## src/rtl/ide_pio_target.sv

```systemverilog
// ATA PIO device-side target: task-file registers, status/INTRQ handling and
// PIO data phases for READ SECTOR(S), WRITE SECTOR(S) and IDENTIFY.
module ide_pio_target #(
  parameter int BSY_MIN = 8,
  parameter int DEV_ID  = 0
) (
  input  logic        CLK,
  input  logic        RESET_n,
  input  logic [1:0]  CS_n,
  input  logic [2:0]  DA,
  input  logic        IOR_n,
  input  logic        IOW_n,
  input  logic [15:0] DD_IN,
  output logic [15:0] DD_OUT,
  output logic        DD_OE,
  output logic        INTRQ,
  output logic [7:0]  buf_addr,
  output logic [15:0] buf_wdata,
  output logic        buf_we,
  input  logic [15:0] buf_rdata,
  output logic        xfer_req,
  output logic        xfer_wr,
  output logic        xfer_id,
  output logic [27:0] xfer_lba,
  input  logic        xfer_ack
);

  typedef enum logic [2:0] {
    S_IDLE, S_WAITW, S_FILL, S_PREF, S_DRQ_RD, S_DRQ_WR, S_COMMIT
  } state_t;

  localparam logic [7:0] L_BSY = 8'(BSY_MIN);
  localparam logic       L_DEV = DEV_ID[0];

  state_t      r_state, w_nxt;
  logic [2:0]  r_ior_sync, r_iow_sync;
  logic [1:0]  r_devctl;
  logic [7:0]  r_err, r_cnt, r_dev, r_baddr, r_bcnt;
  logic [23:0] r_lba;
  logic        r_bsy, r_drq, r_errb, r_intrq, r_xreq, r_xwr, r_xid, r_acked, r_rd_da0;
  logic        r_fetch_p0, r_fetch_p1, r_we_p0;
  logic [15:0] r_rdword, r_wdata;

  logic        w_iow_fall, w_ior_fall, w_ior_rise, w_cmd_sel, w_ctl_sel, w_dev_ok;
  logic        w_srst, w_rst, w_bsy, w_drdy, w_tf_wr, w_cmd_go, w_data_wr, w_rd_end;
  logic        w_bsy_done, w_stat_rd;
  logic [7:0]  w_status;
  logic [27:0] w_lba, w_lba_inc;
  logic        w_go_fill, w_go_wrwait, w_abort, w_pref, w_fetch, w_rd_ready, w_rd_inc;
  logic        w_rd_last, w_rd_next, w_go_drqwr, w_wr_inc, w_go_commit;
  logic        w_commit_last, w_commit_next;

  // [0] metastability flop, [1] synchronised level, [2] previous level
  assign w_iow_fall = r_iow_sync[2] & ~r_iow_sync[1];
  assign w_ior_fall = r_ior_sync[2] & ~r_ior_sync[1] & ~w_iow_fall;
  assign w_ior_rise = ~r_ior_sync[2] & r_ior_sync[1] & ~w_iow_fall;

  assign w_cmd_sel  = (CS_n == 2'b10);
  assign w_ctl_sel  = (CS_n == 2'b01) && (DA == 3'd6);
  assign w_dev_ok   = (r_dev[4] == L_DEV);
  assign w_srst     = r_devctl[1];
  assign w_rst      = ~RESET_n | w_srst;
  assign w_bsy      = r_bsy | w_srst;
  assign w_drdy     = ~w_srst;
  assign w_status   = {w_bsy, w_drdy, 1'b0, w_drdy, r_drq, 2'b00, r_errb};
  assign w_lba      = {r_dev[3:0], r_lba};
  assign w_lba_inc  = w_lba + 28'd1;
  assign w_bsy_done = (r_bcnt >= L_BSY);

  assign w_tf_wr    = w_iow_fall & w_cmd_sel & ~w_bsy & ~r_drq;
  assign w_cmd_go   = w_tf_wr & (DA == 3'd7) & w_dev_ok & (r_state == S_IDLE);
  assign w_data_wr  = w_iow_fall & w_cmd_sel & (DA == 3'd0) & (r_state == S_DRQ_WR) & r_drq;
  assign w_rd_end   = w_ior_rise & r_rd_da0 & (r_state == S_DRQ_RD);
  assign w_stat_rd  = w_ior_fall & w_cmd_sel & (DA == 3'd7) & w_dev_ok;

  assign DD_OE      = ~r_ior_sync[1] & (w_cmd_sel | w_ctl_sel) & w_dev_ok;
  assign INTRQ      = r_intrq & ~r_devctl[0];
  assign buf_addr   = r_baddr;
  assign buf_wdata  = r_wdata;
  assign buf_we     = r_we_p0;
  assign xfer_req   = r_xreq;
  assign xfer_wr    = r_xwr;
  assign xfer_id    = r_xid;
  assign xfer_lba   = w_lba;

  always_comb begin
    DD_OUT = '0;
    if (w_ctl_sel) DD_OUT = {8'h00, w_status};
    else if (w_cmd_sel) begin
      case (DA)
        3'd0:    DD_OUT = (r_state == S_DRQ_RD) ? r_rdword : 16'h0000;
        3'd1:    DD_OUT = {8'h00, r_err};
        3'd2:    DD_OUT = {8'h00, r_cnt};
        3'd3:    DD_OUT = {8'h00, r_lba[7:0]};
        3'd4:    DD_OUT = {8'h00, r_lba[15:8]};
        3'd5:    DD_OUT = {8'h00, r_lba[23:16]};
        3'd6:    DD_OUT = {8'h00, r_dev};
        default: DD_OUT = {8'h00, w_status};
      endcase
    end
  end

  always_comb begin
    w_nxt = r_state;
    w_go_fill = 1'b0; w_go_wrwait = 1'b0; w_abort = 1'b0; w_pref = 1'b0;
    w_fetch = 1'b0; w_rd_ready = 1'b0; w_rd_inc = 1'b0; w_rd_last = 1'b0;
    w_rd_next = 1'b0; w_go_drqwr = 1'b0; w_wr_inc = 1'b0; w_go_commit = 1'b0;
    w_commit_last = 1'b0; w_commit_next = 1'b0;
    case (r_state)
      S_IDLE: if (w_cmd_go) begin
        if (DD_IN[7:0] == 8'h20 || DD_IN[7:0] == 8'hEC) begin
          w_nxt = S_FILL; w_go_fill = 1'b1;
        end else if (DD_IN[7:0] == 8'h30) begin
          w_nxt = S_WAITW; w_go_wrwait = 1'b1;
        end else w_abort = 1'b1;
      end
      S_WAITW: if (w_bsy_done) begin w_nxt = S_DRQ_WR; w_go_drqwr = 1'b1; end
      S_FILL: if (r_acked && w_bsy_done) begin
        w_nxt = S_PREF; w_pref = 1'b1; w_fetch = 1'b1;
      end
      S_PREF: if (r_fetch_p1) begin w_nxt = S_DRQ_RD; w_rd_ready = 1'b1; end
      S_DRQ_RD: if (w_rd_end) begin
        if (r_baddr != 8'hFF) begin
          w_rd_inc = 1'b1; w_fetch = 1'b1;
        end else if (r_xid || r_cnt == 8'd1) begin
          w_nxt = S_IDLE; w_rd_last = 1'b1;
        end else begin
          w_nxt = S_FILL; w_rd_next = 1'b1;
        end
      end
      S_DRQ_WR: if (r_we_p0) begin
        if (r_baddr == 8'hFF) begin w_nxt = S_COMMIT; w_go_commit = 1'b1; end
        else w_wr_inc = 1'b1;
      end
      S_COMMIT: if (xfer_ack) begin
        if (r_cnt == 8'd1) begin w_nxt = S_IDLE; w_commit_last = 1'b1; end
        else begin w_nxt = S_DRQ_WR; w_commit_next = 1'b1; end
      end
      default: w_nxt = S_IDLE;
    endcase
  end

  always_ff @(posedge CLK) begin
    if (!RESET_n) begin
      r_ior_sync <= 3'b111;
      r_iow_sync <= 3'b111;
      r_devctl   <= 2'b00;
    end else begin
      r_ior_sync <= {r_ior_sync[1:0], IOR_n};
      r_iow_sync <= {r_iow_sync[1:0], IOW_n};
      if (w_iow_fall && w_ctl_sel) r_devctl <= DD_IN[2:1];
    end
  end

  // SRST holds the whole task file and transfer engine in reset
  always_ff @(posedge CLK) begin
    if (w_rst) begin
      r_state <= S_IDLE; r_err <= 8'h01; r_cnt <= 8'h01; r_lba <= 24'h1;
      r_dev <= 8'h00; r_bsy <= 1'b0; r_drq <= 1'b0; r_errb <= 1'b0;
      r_intrq <= 1'b0; r_xreq <= 1'b0; r_xwr <= 1'b0; r_xid <= 1'b0;
      r_baddr <= 8'h00; r_bcnt <= 8'h00; r_acked <= 1'b0; r_rd_da0 <= 1'b0;
      r_fetch_p0 <= 1'b0; r_fetch_p1 <= 1'b0; r_we_p0 <= 1'b0;
    end else begin
      r_state    <= w_nxt;
      r_fetch_p0 <= w_fetch;
      r_fetch_p1 <= r_fetch_p0;
      r_we_p0    <= w_data_wr;
      if (r_bcnt != 8'hFF) r_bcnt <= r_bcnt + 8'd1;
      if (w_ior_fall) r_rd_da0 <= w_cmd_sel & (DA == 3'd0) & w_dev_ok;
      if (w_stat_rd) r_intrq <= 1'b0;
      if (w_tf_wr) begin
        case (DA)
          3'd2:    r_cnt <= DD_IN[7:0];
          3'd3:    r_lba[7:0] <= DD_IN[7:0];
          3'd4:    r_lba[15:8] <= DD_IN[7:0];
          3'd5:    r_lba[23:16] <= DD_IN[7:0];
          3'd6:    r_dev <= DD_IN[7:0];
          default: ;
        endcase
      end
      if (r_state == S_FILL && xfer_ack) begin r_acked <= 1'b1; r_xreq <= 1'b0; end
      if (w_go_fill) begin
        r_bsy <= 1'b1; r_errb <= 1'b0; r_xreq <= 1'b1; r_xwr <= 1'b0;
        r_xid <= (DD_IN[7:0] == 8'hEC); r_bcnt <= 8'h00; r_acked <= 1'b0;
      end
      if (w_go_wrwait) begin r_bsy <= 1'b1; r_errb <= 1'b0; r_bcnt <= 8'h00; end
      if (w_abort) begin r_err <= 8'h04; r_errb <= 1'b1; r_intrq <= 1'b1; end
      if (w_pref) r_baddr <= 8'h00;
      if (w_rd_ready) begin r_bsy <= 1'b0; r_drq <= 1'b1; r_intrq <= 1'b1; end
      if (w_rd_inc || w_wr_inc) r_baddr <= r_baddr + 8'd1;
      if (w_rd_last) begin r_drq <= 1'b0; r_baddr <= 8'h00; end
      if (w_rd_next) begin
        r_drq <= 1'b0; r_baddr <= 8'h00; r_bsy <= 1'b1; r_xreq <= 1'b1;
        r_xwr <= 1'b0; r_bcnt <= 8'h00; r_acked <= 1'b0;
        {r_dev[3:0], r_lba} <= w_lba_inc; r_cnt <= r_cnt - 8'd1;
      end
      if (w_go_drqwr) begin r_bsy <= 1'b0; r_drq <= 1'b1; r_baddr <= 8'h00; end
      if (w_go_commit) begin
        r_baddr <= 8'h00; r_drq <= 1'b0; r_bsy <= 1'b1; r_xreq <= 1'b1; r_xwr <= 1'b1;
      end
      if (w_commit_last) begin r_xreq <= 1'b0; r_intrq <= 1'b1; r_bsy <= 1'b0; end
      if (w_commit_next) begin
        r_xreq <= 1'b0; r_intrq <= 1'b1; r_drq <= 1'b1; r_bsy <= 1'b0; r_baddr <= 8'h00;
        {r_dev[3:0], r_lba} <= w_lba_inc; r_cnt <= r_cnt - 8'd1;
      end
    end
  end

  always_ff @(posedge CLK) begin
    if (r_fetch_p1) r_rdword <= buf_rdata;
    if (w_data_wr) r_wdata <= DD_IN;
  end

endmodule
```

## config.mk

```make
export PLATFORM = sky130hd
export DESIGN_NAME = ide_pio_target
export DESIGN_NICKNAME = d
export VERILOG_FILES = /design/src/rtl/ide_pio_target.sv
export SDC_FILE = /design/constraint.sdc
export NUM_CORES = 1
export LEC_CHECK = 0
export CAP_MARGIN = 20
export CORE_AREA = 2 2 110 112
export CTS_CLUSTER_SIZE = 12
export DETAILED_ROUTE_END_ITERATION = 10
export DIE_AREA = 0 0 112 114
export PLACE_DENSITY = 0.91
export SETUP_SLACK_MARGIN = 0.05
export SLEW_MARGIN = 20
export SYNTH_ARGS = -nofsm -noshare
export SYNTH_HDL_FRONTEND = slang
export SYNTH_SLANG_ARGS = --single-unit
```

## constraint.sdc

```tcl
create_clock -name CLK -period 4.2 [get_ports CLK]
set_clock_uncertainty 0.15 [all_clocks]
set_input_delay 0.42 -clock CLK [delete_from_list [all_inputs] [get_ports CLK]]
set_output_delay 0.42 -clock CLK [all_outputs]
set_load 0.01 [all_outputs]
```

## Word-level counts from Yosys, hierarchy flattened

Cells that the tools add are included.

- Eq/ne operators: 32
- Reductions and logical operators: 33
- Bitwise logic cells: 37
- $add $sub $neg: 4
- Multiplexer cells: 101
- $lt $le $gt $ge: 1

Operator list:

| cell | count |
|---|---|
| 16-bit one-hot mux with 7 select lines | 1 |
| 24-bit 2-to-1 mux | 3 |
| 8-bit 2-to-1 mux | 9 |
| 1-bit 2-to-1 mux | 66 |
| 16-bit 2-to-1 mux | 3 |
| 3-bit 2-to-1 mux | 12 |
| 28-bit by 1-bit adder with 28-bit output (second input constant) | 1 |
| 1-bit bitwise AND | 24 |
| 3-bit nonzero test | 8 |
| 3-bit equality test (second input constant) | 7 |
| 3-bit one-hot mux with 7 select lines | 1 |
| 8-bit by 1-bit adder with 8-bit output (second input constant) | 2 |
| 8-bit by 6-bit equality test with 1-bit output (second input constant) | 2 |
| 8-bit equality test (second input constant) | 2 |
| 4-bit 2-to-1 mux | 4 |
| 2-bit inequality test (second input constant) | 8 |
| 8-bit inequality test (second input constant) | 2 |
| 3-bit by 2-bit equality test with 1-bit output (second input constant) | 4 |
| 2-bit AND reduction | 6 |
| 6-bit nonzero test | 2 |
| 1-bit inverter | 10 |
| 10-bit AND reduction | 1 |
| 8-bit by 1-bit equality test with 1-bit output (second input constant) | 1 |
| 8-bit by 4-bit greater-or-equal comparator with 1-bit output (second input constant) | 1 |
| other kinds (18) | 28 |

- Logic and storage cells: 235
- Output and inout port bits: 74
- Register bits after elaboration: 113
- Input port bits: 42

## Logic depth before layout (Yosys ltp)

- Word-level depth: 16
- Mapped depth: 10
- Gate-level depth less buffers: 8

## Worst setup path before layout

No wires, ideal clock.

- Kind: in2reg
- From: input port DA[2]
- To: register r_wdata[0], in the netlist buf_wdata[0] (enable)
- Path buffers: 1
- Data arrival time: 2716 ps
- Setup slack: 902 ps
- Data required time: 3618 ps
- Library setup time: 432 ps
- Stages on the path: 3
- Cell sequence: clkbuf_1 -> or3_1 -> nor4_1

- Cells in the longest elaborated chain, start to end: 4

RTL lines:

| item | RTL line | source |
|---|---|---|
| start, declared | 10 | `input logic [2:0] DA,` |
| 3-bit logical NOT | 72 | `assign w_data_wr = w_iow_fall & w_cmd_sel & (DA == 3'd0) & (r_state == S_DRQ_WR) & r_drq;` |
| 1-bit bitwise AND (3 in series) | 72 |  |
| named net w_data_wr | 45 | `logic w_srst, w_rst, w_bsy, w_drdy, w_tf_wr, w_cmd_go, w_data_wr, w_rd_end;` |
| end signal, assigned | 211 | `if (w_data_wr) r_wdata <= DD_IN;` |
| end, declared | 42 | `logic [15:0] r_rdword, r_wdata;` |

The timed path passes the listed nets, and every way through them passes these cells.
A chain may end at the register's enable or synchronous reset.

## Worst setup path in the final report

- From: input port DA[1]
- To: output port DD_OUT[0]

- Cells in the longest elaborated chain, start to end: 4
- Elaborated cells on any way between the ends: 11
- Classes of those cells: eq/ne (6); mux (3); reduce/logical (2)

RTL lines:

| item | RTL line | source |
|---|---|---|
| 3-bit equality test, or another cell as far along | 59, 90 |  |
| 16-bit one-hot mux with 7 select lines | 90 | `case (DA)` |
| 16-bit 2-to-1 mux | 89 | `else if (w_cmd_sel) begin` |
| 16-bit 2-to-1 mux * | 88 | `if (w_ctl_sel) DD_OUT = {8'h00, w_status};` |
| end, declared | 14 | `output logic [15:0] DD_OUT,` |

Every way passes the cells marked *; elsewhere a longest branch is shown, timed or not.

==> metrics list <==
* Dominant cell by count in the synthesized netlist: sky130_fd_sc_hd__dfxtp_1
- The total overflow left after global routing is 0.
- Worst vdd rail ir drop: 368 µV
- After clock tree synthesis, the setup repair step added 0 buffers.
* Depth of the worst register-to-register path: 6
- After clock tree synthesis, the flow added hold-fix buffers numbering 0.
* Run status: finished clean
- Global routing usage on met1: 0.374
- Worst setup path category: in -> out
- Number of instances in the placed design: 905
* Warning count from the yosys run: 0
* Number of fill cells in the layout: 968
* GRT met2 Usage: 0.408
- Count of antenna-violating nets left after detailed routing: 0
* Data required time of the critical path: 3.63 ns
- The repair_antennas step left the layout with diodes totalling 0.
- CP Capture Point: DD_OUT[0]
* Clock latency of the later-clocked register in the worst-skew pair: 0.41 ns
- Cells after synthesis: 674
* Maximum fanout encountered on the critical timing path: 10
* Per-cell via count in the routed design: 6.32
* Register Area: 2580 µm²
* Count of cell types in the netlist: 65
* Power Density: 384 nW/µm²
- Wire length of the first global-routing pass: 27,600 µm
- Worst stage delay on the critical path: 0.75 ns
- Met3 capacity usage during global routing: 0.0781
- Layer with the highest usage: met2
* Final setup violation count: 0
- Total detailed-routing wirelength: 17,500 µm
- The analysis attributes to cell leakage a power of 0.00268 µW.
* Kind of start point of the critical path: input pin
- Min Hold Slack: 0.265 ns
* Via total after detailed routing: 5,925
* Drt initial violations: 783
* Overall routing resource usage: 0.273
- Traced cell by cell, the critical path runs through clkdlybuf4s50_1, buf_4, nor2b_1, a22oi_1, a21oi_1, a211oi_1, o22ai_1, clkdlybuf4s50_1.
- In this run the worst setup path begins at DA[1].
* Detailed-routing iteration count for the pre-antenna-repair pass: 6
- Fraction of layout instances using a drive strength above 1: 0.0684
- Vias in the first global route: 5,423
- Dividing the detail-routed wire length by the instance count gives 18.7 µm.
- Summed over all nets, the half-perimeter wirelength after detailed placement is 11,900 µm.
- Cell types with the largest area share after synthesis: sky130_fd_sc_hd__dfxtp_1 (28%), sky130_fd_sc_hd__edfxtp_1 (16%), sky130_fd_sc_hd__a21oi_1 (4.5%)
* Post-route insts no fill: 937
* Htree depth: 4
* CP endpoint kind: output pin
* Post-layout instance area: 7750 µm²
* EDFF count, synth: 32
- The tree is rooted in a sky130_fd_sc_hd__clkbuf_16.
* DIE WIDTH: 112 µm
- The average instance in the mapped netlist occupies 8.68 µm².
* RSZ-0062 raised after global routing: no
* Die ar.: 12,800 µm²
* Pin count of the biggest net entering global routing: 50
- Share of the synthesized area in the top cell type: 0.277
- Summing internal, switching and leakage power gives 2980 µW.
* Portion of the post-synthesis area used by sequential elements: 0.441
- Most frequent cells after synthesis: sky130_fd_sc_hd__dfxtp_1 (81), sky130_fd_sc_hd__nor2_1 (56), sky130_fd_sc_hd__nand2_1 (54)
- Post-cts repair resize count: 0
* Tightest slew margin relative to the limit: 0.453
- Setup total negative slack on the finished layout was measured at 0 ns.
- Row generation in the floorplan step produced 40 rows.
* Starting Density: 0.500
- After detailed placement, the total cell area comes to 7090 µm².
- Cell taking the most area after synthesis: sky130_fd_sc_hd__dfxtp_1
* Master of the slowest instance on the critical path: sky130_fd_sc_hd__clkdlybuf4s50_1
- Shortest clock period the worst path allows after layout: 3.57 ns
- Most used DFF post-synth: sky130_fd_sc_hd__dfxtp_1
* Placeable core region: 11,700 µm²
- Based on the critical path, the design can be clocked at up to 0.280 GHz.
- Launching point of the worst reg2reg path: r_state[2]
* Arrival time of the worst setup path: 3.00 ns
- Synth-to-Final Area Change: 32.4%
- TritonCTS created 17 clock buffers.
- The net count of the finished layout is 825.
* Final weighted congestion in routability-driven placement: 0.945
* Clock edge transition at the registers on the reported setup and hold paths: 0.05 ns
- Post-route DRC violation count: 0
- Maximum capacitance violations: 0
* Synthesized net count: 722
* Pin slew with the least headroom to its limit: 0.819 ns
- Antenna violations before repair: 0
* I/O pin total: 116
- # clock sinks: 113
- R2R Path End: r_lba[21]
* Area of the multi-input gates: 3030 µm²
- Input and output buffers added on the ports amount to 115.
- Clock tree from TritonCTS: yes
* DIE HEIGHT: 114 µm
- Crit path top cell by count: sky130_fd_sc_hd__clkdlybuf4s50_1
- In this run the register-to-register setup slack is 1.03 ns.
- The synthesized design contains 113 register bits.
- Share of flip-flops with an asynchronous set or reset: 0
- The final hold violation count was 0.
- Worst hold-check path type: reg -> reg
- Summing every instance area after synthesis gives 5850 µm².
* Max-slew violation count: 0
- Of the available clock period, the critical path in the final layout requires 0.850.
- Maximum number of buffers from clock root to sink: 2
## flip-flops by register name, indices dropped and copies added, names as in the netlist
signal	cells
buf_addr	8
buf_wdata	16
buf_we	1
r_acked	1
r_bcnt	8
r_bsy	1
r_cnt	8
r_dev	8
r_devctl	2
r_drq	1
r_err	2
r_errb	1
r_fetch_p0	1
r_fetch_p1	1
r_intrq	1
r_ior_sync	3
r_iow_sync	3
r_lba	24
r_rd_da0	1
r_rdword	16
r_state	3
xfer_id	1
xfer_req	1
xfer_wr	1
## worst min path at each step
| stage | cells past startpoint | to | start | slack [ns] |
|---|---|---|---|---|
| 2_1_floorplan | 1 | r_ior_sync[1] | r_ior_sync[0] | 0.24 |
| 6_report | 1 | r_ior_sync[1] | r_ior_sync[0] | 0.27 |
| 5_1_grt | 1 | r_ior_sync[1] | r_ior_sync[0] | 0.31 |
| 3_5_place_dp | 1 | r_ior_sync[1] | r_ior_sync[0] | 0.25 |
| 3_3_place_gp | 1 | r_ior_sync[1] | r_ior_sync[0] | 0.24 |
| 4_1_cts | 1 | r_ior_sync[1] | r_ior_sync[0] | 0.27 |
## layer usage
layer	vias up	part of all wire
met5	-	0
met4	0	0.023
met3	44	0.12
met2	371	0.44
met1	2786	0.42
li1	2724	-
## cells in the final DEF (no fill, tap or decap), drive strengths merged, types with 5 or more instances in the layout
cell type      Yosys  final
nor3b              7      7
and2               9      9
nand2             54     54
nor3              14     14
mux2i             12     12
nand3b             5      5
a221oi             5      5
clkbuf            27     24
nor2              56     56
a31oi             24     24
o21ai             42     42
or3               13     13
ha                 6      6
dfxtp             81     81
a211oi            10     10
a2bb2oi            5      5
nor2b             13     13
o22ai             10     10
inv               14     15
o211ai             6      6
nand2b            19     19
buf               16     12
clkdlybuf4s50      0    115
a21oi             53     53
nand3             36     36
edfxtp            32     32
nand4              8      8
and3              24     24
mux2               5      5
or4                5      5
nor4              14     14
## critical path, delay by kind of cell
kind,cells,cell delay (ns)
simple gates,1,0.46
compound gates,4,0.54
buf+inv,3,1.57
## final cells by class
| cell class | instances | share of cell area |
|---|---|---|
| inverter | 14 | 0.00678 |
| tap | 147 | 0.0237 |
| multi-input combinational | 504 | 0.391 |
| clock inverter | 8 | 0.0186 |
| timing repair buffer | 127 | 0.160 |
| sequential | 113 | 0.333 |
| clock buffer | 24 | 0.0664 |
## where the power goes
part | switching (µW) | leakage (µW) | total, µW | internal, µW
combinational | 122 | 0.00142 | 222 | 99.6
clock | 490 | 0.000321 | 1580 | 1090
sequential | 33.8 | 0.000942 | 1170 | 1140
total | 646 | 0.00268 | 2980 | 2330
## cells by family (layout without fill, tap and decap cells)
logic type / Yosys count / in the layout / synth area share
and+or+nand+nor: 296 / 296 / 0.275
muxes: 17 / 17 / 0.0302
AOI/OAI and AO/OA: 183 / 183 / 0.196
DFF: 113 / 113 / 0.441
adders and majority gates: 6 / 6 / 0.0128
buffers and inverters: 57 / 173 / 0.0417
xor gates and xnor gates: 2 / 2 / 0.00299
## metrics by stage
| step | util | worst slack, ns |
|---|---|---|
| floorplan | - | 0.902 |
| detailed placement | 0.605 | 0.718 |
| finish | 0.662 | 0.632 |
| global placement | 0.605 | 0.772 |
| CTS | 0.662 | 0.704 |
| global route | 0.662 | 0.535 |
No activity file was read; power rests on OpenSTA's default activity.
